[config.mk]
export PLATFORM = sky130hd
export DESIGN_NAME = uart_tx_fsm
export DESIGN_NICKNAME = d
export VERILOG_FILES = /design/src/rtl/uart_tx_pkg.sv /design/src/rtl/uart_tx_bit_timer.sv /design/src/rtl/uart_tx_fsm.sv
export SDC_FILE = /design/constraint.sdc
export NUM_CORES = 1
export LEC_CHECK = 0
export CORE_MARGIN = 3
export CORE_UTILIZATION = 45
export DETAILED_ROUTE_END_ITERATION = 8
export PLACE_DENSITY_LB_ADDON = 0.25
export SYNTH_ARGS = -nofsm -noshare
export SYNTH_HDL_FRONTEND = slang
export SYNTH_SLANG_ARGS = --single-unit
[constraint.sdc]
create_clock -name i_Clk -period 4.1 [get_ports i_Clk]
set_input_delay 0.615 -clock i_Clk [delete_from_list [all_inputs] [get_ports i_Clk]]
set_output_delay 0.615 -clock i_Clk [all_outputs]
set_load 0.05 [all_outputs]
[src/rtl/uart_tx_pkg.sv]
// Shared types for the UART transmitter and the downstream Tx-active decoder.
package uart_tx_pkg;

    localparam int DATA_BITS = 8;
    localparam int IDX_W     = $clog2(DATA_BITS);

    typedef enum logic [2:0] {
        s_IDLE         = 3'd0,
        s_TX_START_BIT = 3'd1,
        s_TX_DATA_BITS = 3'd2,
        s_TX_STOP_BIT  = 3'd3,
        s_CLEANUP      = 3'd4
    } state_t;

endpackage

[src/rtl/uart_tx_bit_timer.sv]
// Per-bit cycle counter: emits a one-cycle tick when a bit period has elapsed.
module uart_tx_bit_timer #(
    parameter int CLKS_PER_BIT = 87
) (
    input  logic i_Clk,
    input  logic i_Rst_L,
    input  logic i_Clr,
    input  logic i_En,
    output logic o_Tick
);

    localparam int CNT_W = $clog2(CLKS_PER_BIT);
    localparam logic [CNT_W-1:0] LAST = CNT_W'(CLKS_PER_BIT - 1);

    logic [CNT_W-1:0] cnt_q;

    always_ff @(posedge i_Clk or negedge i_Rst_L) begin
        if (!i_Rst_L) begin
            cnt_q <= '0;
        end else if (i_Clr) begin
            cnt_q <= '0;
        end else if (i_En) begin
            if (cnt_q == LAST) begin
                cnt_q <= '0;
            end else begin
                cnt_q <= cnt_q + CNT_W'(1);
            end
        end
    end

    assign o_Tick = i_En && !i_Clr && (cnt_q == LAST);

endmodule

[src/rtl/uart_tx_fsm.sv]
// 8N1 UART transmitter: accepts a byte in s_IDLE and serialises start, data (LSB first), stop.
module uart_tx_fsm #(
    parameter int CLKS_PER_BIT = 87
) (
    input  logic                  i_Clk,
    input  logic                  i_Rst_L,
    input  logic                  i_Tx_DV,
    input  logic [7:0]            i_Tx_Byte,
    output logic                  o_Tx_Serial,
    output logic                  o_Tx_Done,
    output uart_tx_pkg::state_t   o_State
);

    import uart_tx_pkg::*;

    generate
        if (CLKS_PER_BIT < 2 || CLKS_PER_BIT > 65535) begin : g_bad_clks_per_bit
            $error("uart_tx_fsm: CLKS_PER_BIT must be within 2..65535");
        end
    endgenerate

    localparam logic [IDX_W-1:0] LAST_IDX = IDX_W'(DATA_BITS - 1);

    state_t           state_q, state_d;
    logic [IDX_W-1:0] idx_q, idx_d;
    logic [7:0]       byte_q, byte_d;
    logic             serial_q, serial_d;
    logic             done_q, done_d;

    logic             tmr_clr;
    logic             tmr_tick;

    // Timer only runs while a bit is on the line; any other state holds it at zero.
    assign tmr_clr = !((state_q == s_TX_START_BIT) ||
                       (state_q == s_TX_DATA_BITS) ||
                       (state_q == s_TX_STOP_BIT));

    uart_tx_bit_timer #(
        .CLKS_PER_BIT (CLKS_PER_BIT)
    ) u_bit_timer (
        .i_Clk   (i_Clk),
        .i_Rst_L (i_Rst_L),
        .i_Clr   (tmr_clr),
        .i_En    (!tmr_clr),
        .o_Tick  (tmr_tick)
    );

    always_ff @(posedge i_Clk or negedge i_Rst_L) begin
        if (!i_Rst_L) begin
            state_q  <= s_IDLE;
            idx_q    <= '0;
            byte_q   <= '0;
            serial_q <= 1'b1;
            done_q   <= 1'b0;
        end else begin
            state_q  <= state_d;
            idx_q    <= idx_d;
            byte_q   <= byte_d;
            serial_q <= serial_d;
            done_q   <= done_d;
        end
    end

    always_comb begin
        state_d  = state_q;
        idx_d    = idx_q;
        byte_d   = byte_q;
        serial_d = 1'b1;
        done_d   = 1'b0;

        case (state_q)
            s_IDLE: begin
                idx_d = '0;
                if (i_Tx_DV) begin
                    byte_d  = i_Tx_Byte;
                    state_d = s_TX_START_BIT;
                end
            end
            s_TX_START_BIT: begin
                if (tmr_tick) state_d = s_TX_DATA_BITS;
            end
            s_TX_DATA_BITS: begin
                if (tmr_tick) begin
                    if (idx_q == LAST_IDX) begin
                        state_d = s_TX_STOP_BIT;
                    end else begin
                        idx_d = idx_q + IDX_W'(1);
                    end
                end
            end
            s_TX_STOP_BIT: begin
                if (tmr_tick) state_d = s_CLEANUP;
            end
            s_CLEANUP: begin
                idx_d   = '0;
                state_d = s_IDLE;
            end
            default: begin
                idx_d   = '0;
                state_d = s_IDLE;
            end
        endcase

        // Outputs are decoded from the next state so line, done and state update on one edge.
        case (state_d)
            s_TX_START_BIT: serial_d = 1'b0;
            s_TX_DATA_BITS: serial_d = byte_d[idx_d];
            s_CLEANUP:      done_d   = 1'b1;
            default:        serial_d = 1'b1;
        endcase
    end

    assign o_Tx_Serial = serial_q;
    assign o_Tx_Done   = done_q;
    assign o_State     = state_q;

endmodule

==> results.sh <==
export IMPL_syn_inst=107
export IMPL_grt_overflow_total=0
export IMPL_hpwl_um=1601
export IMPL_cts_buffers=3
export IMPL_peakVddDrop_mv=0.2936
export IMPL_cts_resized=0
export IMPL_drc=0
export IMPL_netlist_area_um2=1209
export IMPL_cp_slowest_cell="nor3b_2"
export IMPL_final_cells=152
export IMPL_start_util_pct=47.92
export IMPL_yosysSeqAreaShare_pct=47.72
export IMPL_cap_violations=0
export IMPL_synth_fa_ha_area_share_pct=3.106
export IMPL_vias=836
export IMPL_finalCritPeriodShare_pct=69.25
export IMPL_dieArea_um2=3344
export IMPL_worstPathArrival_ns=3.09
export IMPL_antenna_found_initial=0
export IMPL_n_antenna_cell=0
export IMPL_report_power_total_mw=0.7022
export IMPL_setup_viol=0
export IMPL_hold_viol_final=0
export IMPL_area_growth_synth_to_final_pct=15.94
export IMPL_slew_headroom_pct=31.69
export IMPL_post_route_cell_area_um2=1401
export IMPL_synth_xor_area_share_pct=3.623
export IMPL_first_global_vias=906
export IMPL_regArea_um2=576.8
export IMPL_yosys_mux_area_fraction_pct=11.18
export IMPL_dr_pass1_iters=4
export IMPL_cts_root_buffer="clkbuf_4"
export IMPL_wl_um=2165
export IMPL_min_period_ns=2.839
export IMPL_leakage_nw=0.6298
export IMPL_rsz0062_at_grt="no"
export IMPL_cp_cell_sequence="clkdlybuf4s50_1, nor2b_1, nor3b_2, mux2_2, mux2_4, a221o_1, o31a_1"
export IMPL_yosysUniqueCellTypes=39
export IMPL_wire_per_inst_um=14.24
export IMPL_path_clk_slew_ns=0.12
export IMPL_status="finished, final reports clean"
export IMPL_cts_tree="built"
export IMPL_final_layout_size_suffix_gt1_share_pct=16.39
export IMPL_coreArea_um2=2522
export IMPL_fin_skew_ns=0.002088
export IMPL_tightest_slew_ns=1.021
export IMPL_drt_vias_per_instance=5.500
export IMPL_drv_slew=0
export IMPL_start_kind="primary input"
export IMPL_synth_nets=121
export IMPL_dieWidth_um=57.83
export IMPL_num_io_pins=16
export IMPL_grt_start_max_net_pins=24
export IMPL_multi_input_area_um2=595.6
export IMPL_grt_use_total_pct=14.95
export IMPL_htreeDepth=1
export IMPL_critPathMaxFanout=9
export IMPL_post_cts_buffers=0
export IMPL_required_ns=4.35
export IMPL_cp_end_kind="register"
export IMPL_max_freq_mhz=352.2
export IMPL_path_buf_inv=1
export IMPL_synth_warnings=0
export IMPL_hold_path_class="register to register"
export IMPL_fin_setup_tns_ns=0
export IMPL_finalNetCount=137
export IMPL_clock_latency_ns=0.31
export IMPL_synth_compound_area_share_pct=9.110
export IMPL_synth_top_family_by_area="simple AND/OR/NAND/NOR gates"
export IMPL_synth_seq_cells=23
export IMPL_clock_path_buffers=2
export IMPL_power_density_nw_per_um2=501.1
export IMPL_hold_buffers=0
export IMPL_dpl_cell_area_um2=1375
export IMPL_rows=18
export IMPL_die_h_um=57.83
export IMPL_critPathMaxStageDelay_ns=0.58
export IMPL_synth_area_per_cell_um2=11.30
export IMPL_dpl_cell_count=148
export IMPL_critPathKind="primary input to register"
export IMPL_ant_nets=0
export IMPL_gp_congestion=0.8018
export IMPL_grt_pass1_wl_um=3884
export IMPL_portBuffers=15
export IMPL_synth_simple_gate_area_share_pct=22.26
export IMPL_critPathTopFamily="simple AND/OR/NAND/NOR gates"
export IMPL_nFillCells=224
export IMPL_drt_iter0_drc=31
export IMPL_cts_sinks=23
-- stage by stage --
stage               worst slack [ns]  hold WS (ns)  util [%]
finish                         1.261        0.5121     55.56
detailed placement            0.9149        0.4858     54.51
CTS                            1.248        0.5157     55.56
floorplan                      1.526        0.3194         -
global route                   1.132        0.5380     55.56
global placement               1.000        0.4789     54.51
-- final timing paths --
| path | end | slack, ns | depth (start not counted) | from |
|---|---|---|---|---|
| max | o_Tx_Serial | 1.26 | 7 | i_Tx_DV |
| min | byte_q[4] | 0.51 | 1 | byte_q[4] |
| max reg2reg | o_Tx_Serial | 1.46 | 6 | o_State[1] |
| min reg2reg | byte_q[4] | 0.51 | 1 | byte_q[4] |
| max in group asynchronous | byte_q[2] | 2.64 | 1 | i_Rst_L |
| min in group asynchronous | o_State[2] | 0.85 | 1 | i_Rst_L |
-- where the power goes --
part	leakage, nW	switching [mW]	internal, mW	total [mW]
sequential	0.283	0.0659	0.294	0.360
combinational	0.331	0.123	0.114	0.237
clock	0.0150	0.0669	0.0380	0.105
-- cells in the mapped netlist, drive strengths merged --
master / n / area [um^2]
dfrtp: 22 / 550.5
nor2: 10 / 37.54
mux2: 9 / 105.1
nand2: 7 / 26.28
nor3: 7 / 46.30
nand3: 5 / 25.02
inv: 4 / 15.01
nor2b: 4 / 25.02
xor2: 4 / 35.03
buf: 3 / 17.52
ha: 3 / 37.54
mux2i: 3 / 30.03
nor3b: 3 / 27.52
o311ai: 2 / 17.52
a21oi: 1 / 5.000
a221o: 1 / 10.01
a221oi: 1 / 26.28
a31oi: 1 / 6.260
a41oi: 1 / 8.760
and2: 1 / 6.260
and3: 1 / 7.510
and4b: 1 / 11.26
clkbuf: 1 / 3.750
dfstp: 1 / 26.28
nand2b: 1 / 6.260
nand4: 1 / 6.260
nand4b: 1 / 23.77
o22ai: 1 / 6.260
o311a: 1 / 10.01
o31a: 1 / 8.760
o41a: 1 / 11.26
or2: 1 / 6.260
or2b: 1 / 7.510
or3: 1 / 6.260
xnor2: 1 / 8.760
-- cell families (layout without fill, tap and decap cells) --
group | after synthesis | after routing
mux | 12 | 12
compound gates | 11 | 11
simple gates | 45 | 45
xor+xnor | 5 | 5
fa+ha+maj | 3 | 3
buf+inv | 8 | 23
flops | 23 | 23
-- flip-flops by register name, indices dropped and copies added, names as in the netlist --
signal / cells
o_Tx_Done: 1
o_Tx_Serial: 1
byte_q: 8
o_State: 3
idx_q: 3
u_bit_timer.cnt_q: 7
-- cell type report --
cell class              count  share of cell area, %
multi-input cells          76                  42.50
repair buffers             15                  10.71
inverters                   4                  1.071
clock buffers               4                  1.875
well taps                  30                  2.679
flip-flops and latches     23                  41.16
-- layer usage --
metal | vias to the layer above | wire length [um] | GRT usage, %
met2 | 11 | 1016 | 24.52
met3 | 4 | 62 | 2.004
met4 | 0 | 42 | 7.285
met1 | 408 | 1043 | 19.38
li1 | 413 | - | -
met5 | - | 0 | 0
-- cells in the final DEF (no fill, tap or decap), types with 2 or more instances in the layout --
cell,synthesis,final
clkbuf_4,0,3
clkdlybuf4s50_1,0,15
dfrtp_1,22,22
ha_1,3,3
inv_1,4,4
mux2_2,8,8
mux2i_1,3,3
nand2_1,7,7
nand3_1,5,5
nor2_1,10,10
nor2b_1,4,4
nor3_1,6,6
nor3b_1,2,2
o311ai_0,2,2
xor2_1,4,4
No activity file was read; power rests on OpenSTA's default activity.
